===== config.mk =====
export PLATFORM = sky130hd
export DESIGN_NAME = fifo_write_logic
export DESIGN_NICKNAME = d
export VERILOG_FILES = /design/src/rtl/fifo_pkg.sv /design/src/rtl/fifo_gray_conv.sv /design/src/rtl/fifo_write_logic.sv
export SDC_FILE = /design/constraint.sdc
export NUM_CORES = 1
export LEC_CHECK = 0
export ABC_AREA = 0
export ABC_CLOCK_PERIOD_IN_PS = 2800
export CORE_AREA = 2 2 39 41
export DETAILED_ROUTE_END_ITERATION = 10
export DIE_AREA = 0 0 41 43
export MAX_ROUTING_LAYER = met4
export PLACE_DENSITY = 0.47
export SYNTH_ARGS = -nofsm -noshare
export SYNTH_HDL_FRONTEND = slang
export SYNTH_SLANG_ARGS = --single-unit

===== constraint.sdc =====
create_clock -name clk -period 2.8 [get_ports clk]
set_input_delay 0.56 -clock clk [delete_from_list [all_inputs] [get_ports clk]]
set_output_delay 0.56 -clock clk [all_outputs]
set_load 0.005 [all_outputs]

===== src/rtl/fifo_pkg.sv =====
// Shared FIFO pointer helpers and write-side FSM state encoding.
package fifo_pkg;

   localparam int unsigned PTR_MAX = 16;

   typedef enum logic [1:0] {
      IDLE  = 2'd0,
      WRITE = 2'd1,
      HOLD  = 2'd2
   } wr_state_e;

   // Modulo-depth pointer increment.
   function automatic logic [PTR_MAX-1:0] inc(input logic [PTR_MAX-1:0] x,
                                              input int unsigned       depth);
      return (x == PTR_MAX'(depth - 1)) ? '0 : x + PTR_MAX'(1);
   endfunction

   function automatic logic [PTR_MAX-1:0] bin2gray(input logic [PTR_MAX-1:0] b);
      return b ^ (b >> 1);
   endfunction

   // Zero-extended inputs convert identically at any narrower width.
   function automatic logic [PTR_MAX-1:0] gray2bin(input logic [PTR_MAX-1:0] g);
      logic [PTR_MAX-1:0] b;
      b[PTR_MAX-1] = g[PTR_MAX-1];
      for (int i = PTR_MAX - 2; i >= 0; i--) begin
         b[i] = b[i+1] ^ g[i];
      end
      return b;
   endfunction

endpackage


===== src/rtl/fifo_gray_conv.sv =====
// Binary-to-Gray and Gray-to-binary pointer conversion, shared by both FIFO sides.
module fifo_gray_conv
   import fifo_pkg::*;
#(
   parameter int unsigned PTR_SZ = 2
) (
   input  logic [PTR_SZ-1:0] bin_i,
   input  logic [PTR_SZ-1:0] gray_i,
   output logic [PTR_SZ-1:0] gray_c_o,
   output logic [PTR_SZ-1:0] bin_c_o
);

   always_comb begin
      gray_c_o = PTR_SZ'(bin2gray(PTR_MAX'(bin_i)));
      bin_c_o  = PTR_SZ'(gray2bin(PTR_MAX'(gray_i)));
   end

endmodule


===== src/rtl/fifo_write_logic.sv =====
// FIFO write side: one write per winc episode, wrapping write pointer and full flag.
// Optional sticky overflow output enabled by defining FIFO_WRITE_OVERFLOW_EN.
module fifo_write_logic
   import fifo_pkg::*;
#(
   parameter int unsigned DEPTH  = 3,
   parameter int unsigned PTR_SZ = 2
) (
   input  logic              clk,
   input  logic              rst,
   input  logic              winc,
   input  logic [PTR_SZ-1:0] rq2_raddr,
   output logic              wfull,
   output logic              write_en,
   output logic [PTR_SZ-1:0] waddr,
   output logic [PTR_SZ-1:0] waddr_gray
`ifdef FIFO_WRITE_OVERFLOW_EN
   ,
   output logic              woverflow
`endif
);

   wr_state_e         state_q, state_d;
   logic [PTR_SZ-1:0] waddr_q, waddr_d;
   logic [PTR_SZ-1:0] raddr;
   logic              wfull_q, write_en_q;
   logic              full_next, full_at_zero;

   fifo_gray_conv #(.PTR_SZ(PTR_SZ)) u_conv (
      .bin_i    (waddr_q),
      .gray_i   (rq2_raddr),
      .gray_c_o (waddr_gray),
      .bin_c_o  (raddr)
   );

   // Next state and pointer; the pointer only advances on leaving WRITE.
   always_comb begin
      state_d = state_q;
      waddr_d = waddr_q;
      unique case (state_q)
         IDLE:    if (winc && !wfull_q) state_d = WRITE;
         WRITE: begin
            waddr_d = PTR_SZ'(inc(PTR_MAX'(waddr_q), DEPTH));
            state_d = winc ? HOLD : IDLE;
         end
         HOLD:    if (!winc) state_d = IDLE;
         default: state_d = IDLE;
      endcase
   end

   // Full when the slot after the next write pointer is the read pointer.
   always_comb begin
      full_next    = (PTR_SZ'(inc(PTR_MAX'(waddr_d), DEPTH)) == raddr);
      full_at_zero = (PTR_SZ'(inc('0, DEPTH)) == raddr);
   end

   always_ff @(posedge clk) begin
      if (rst) begin
         state_q    <= IDLE;
         waddr_q    <= '0;
         write_en_q <= 1'b0;
         wfull_q    <= full_at_zero;
      end else begin
         state_q    <= state_d;
         waddr_q    <= waddr_d;
         write_en_q <= (state_d == WRITE);
         wfull_q    <= full_next;
      end
   end

   assign wfull    = wfull_q;
   assign write_en = write_en_q;
   assign waddr    = waddr_q;

`ifdef FIFO_WRITE_OVERFLOW_EN
   logic winc_q, woverflow_q;

   // Sticky flag for a new request arriving while full.
   always_ff @(posedge clk) begin
      if (rst) begin
         winc_q      <= 1'b0;
         woverflow_q <= 1'b0;
      end else begin
         winc_q <= winc;
         if (state_q == IDLE && winc && !winc_q && wfull_q) woverflow_q <= 1'b1;
      end
   end

   assign woverflow = woverflow_q;
`endif

endmodule


==> flow_metrics.tcl <==
set metrics [dict create \
    ctsHoldBuffers 0 \
    cts.htree.levels 1 \
    cts_made_buffers 3 \
    synth-warning-count 0 \
    finalCritPeriodShare_pct 71.4 \
    final_core_util_pct 28.9 \
    hold_path.class "reg2reg" \
    max_freq_ghz 0.500 \
    timing.critical_path.from_type "flop" \
    number_of_max_slew_violations_in_the_final_report 0 \
    worst-path-buf-inv 2 \
    crit_chain "inv_1, ha_1, clkdlybuf4s50_1" \
    period_needed_ns 2.00 \
    io-pin-count 11 \
    comb_power_share_pct 16.0 \
    floorplan.core_area_um2 1380 \
    share_seq_of_total_power_pct 46.6 \
    number_of_global_route_vias_before_repair 237 \
    total_power_mw 0.205 \
    finalInstanceArea_um2 400 \
    fin_worst_skew_ns 0.00278 \
    slew_headroom_pct 80.4 \
    clkPwrFrac_pct 37.4 \
    flow.area_growth_from_synthesis_pct 50.9 \
    drt_drc_violations_left 0 \
    clk_pin_slew_ns 0.05 \
    switching_power_of_the_nets_mw 0.0446 \
    num_rows 14 \
    yosys.cell_types.count 15 \
    placed_cells 52 \
    global_route_wire_length_before_repair_um 924 \
    criticalPathCategory "reg2out" \
    detail_route.wl_per_cell_um 9.02 \
    synth_seq_cells 6 \
    reg2reg_depth 4 \
    max-cap-violations 0 \
    intPower_mw 0.161 \
    i_o_buffers 10 \
    cp_slowest_cell "sky130_fd_sc_hd__clkdlybuf4s50_1" \
    clockBufferDepth 2 \
    mappedNetlistArea_um2 265 \
    crit_path_capture_type "output port" \
    synth.yosys.seq_area_share_pct 45.3 \
    leading_cell_types_in_the_layout_fill_and_taps_excluded "sky130_fd_sc_hd__clkdlybuf4s50_1 (10), sky130_fd_sc_hd__dfxtp_1 (6), sky130_fd_sc_hd__nor2_1 (3), sky130_fd_sc_hd__clkbuf_4 (3)" \
    tritoncts "yes" \
    dr.first_iter.drc_count 3 \
    fin_tns_setup_ns 0 \
    drive_gt1_share_pct 7.69 \
    irDropWorstVdd_uv 116 \
    holdPathStages 1 \
    initial_core_util_pct 19.2 \
    synthesis.nets 34 \
    layout.cells.most_common "sky130_fd_sc_hd__clkdlybuf4s50_1" \
    finish.cell_count_without_fillers 55 \
    leakage_nw 0.146 \
    critPathTopFamily "buffers and inverters" \
    clk-insertion-delay-late_ns 0.24 \
    clock-root-buffer "sky130_fd_sc_hd__clkbuf_4" \
    critPathMaxStageDelay_ns 0.49 \
    grt_use_total_pct 8.67 \
    antenna_found_initial 0 \
    detail-route-antenna-nets 0 \
    critical_path_required_ns 2.24 \
    tritonroute_pass_1_iters 4 \
    final_setup_vio_count 0 \
    worstMarginPinSlew_ns 0.285 \
    grt_setup_unrepaired "false" \
    global_route.overflow_total 0 \
    cts_setup_buffers 0 \
    cts.sink_count 6 \
    synthCells 27 \
    dieWidth_um 41 \
    vias 229 \
    final_net_count 48 \
    critical_path_depth 3 \
    crit_arrival_ns 1.44 \
    dpl_cell_area_um2 378 \
    finalWeightedCongestion 0.669 \
    hold_viol 0 \
    post_synth.cell_area_avg_um2 9.82 \
    viasPerCell 4.16 \
    worstPathMaxFanout 4 \
    die_area_um2 1760 \
    post_cts_resize_count 0 \
    status "finished, final reports clean" \
    wirelength_um 496 \
    power.density_cell_area_nw_per_um2 513 \
    net_sw_share_pct 21.7 \
    floorplan.die.height_um 43 \
    pin_count_of_the_biggest_net_entering_global_routing 7 \
    n_antenna_cell 0 \
]
## cells by family after synthesis
| group | Yosys count | share of synthesized area (%) |
|---|---|---|
| fa+ha+maj | 2 | 9.43 |
| buf+inv | 3 | 5.66 |
| xor+xnor | 1 | 3.30 |
| simple gates | 11 | 24.1 |
| mux | 2 | 7.55 |
| compound gates | 2 | 4.72 |
| flops | 6 | 45.3 |
## power by group through the flow
stage / Sequential (mW) / Combinational, mW / Clock [mW]
final: 0.0956 / 0.0329 / 0.0768
after global routing: 0.0964 / 0.0375 / 0.0886
after CTS: 0.0956 / 0.0337 / 0.0817
after detailed placement: 0.0972 / 0.0337 / 0
after global placement: 0.0968 / 0.0326 / 0
after floorplan: 0.0969 / 0.0135 / 0
## worst paths after layout
check	start	end	slack [ns]
worst min-delay path	wfull	write_en	0.46
worst min register to register	wfull	write_en	0.46
worst max register to register	state_q[0]	wfull	1.21
worst max-delay path	waddr[1]	waddr_gray[0]	0.80
## routing by layer
metal  track usage, %  vias to the layer above  routed length (um)
met4             10.0                        0                  14
met3             3.14                        2                  21
li1                 -                      118                   -
met2             12.2                        6                 290
met1             7.79                      103                 170
met5                -                        -                   0
## cell type report
type | count | area, um2
clock buffer | 3 | 22.5
fill | 160 | 983
inverter | 2 | 7.51
multi-input combinational | 18 | 130
sequential | 6 | 120
tap | 16 | 20.0
timing repair buffer | 10 | 100
## registers in the layout (all words and copies together), names as in the netlist
register	count
wfull	1
write_en	1
waddr	2
state_q	2
## synthesized netlist by cell type, drive strengths merged
library cell  number  area [um2]
dfxtp              6         120
nor2               3        11.3
ha                 2        25.0
inv                2        7.51
mux2i              2        20.0
nand2b             2        12.5
nor4               2        12.5
a21oi              1        5.00
buf                1        7.51
nand2              1        3.75
nor2b              1        6.26
o211ai             1        7.51
or4                1        7.51
or4b               1        10.0
xnor2              1        8.76
## worst reg2reg max path: stages, from the launching register on
cell	delay (ns)
sky130_fd_sc_hd__dfxtp_1	0.37
sky130_fd_sc_hd__nor2b_1	0.25
sky130_fd_sc_hd__mux2i_1	0.34
sky130_fd_sc_hd__or4b_1	0.47
sky130_fd_sc_hd__o211ai_1	0.09
## per-stage QoR
| stage | worst slack, ns | hold WS, ns |
|---|---|---|
| after floorplan | 1.34 | 0.446 |
| after global placement | 1.07 | 0.447 |
| after detailed placement | 1.04 | 0.451 |
| after CTS | 0.786 | 0.457 |
| after global routing | 0.694 | 0.469 |
| final | 0.801 | 0.457 |
(Power assumes the default switching activity.)
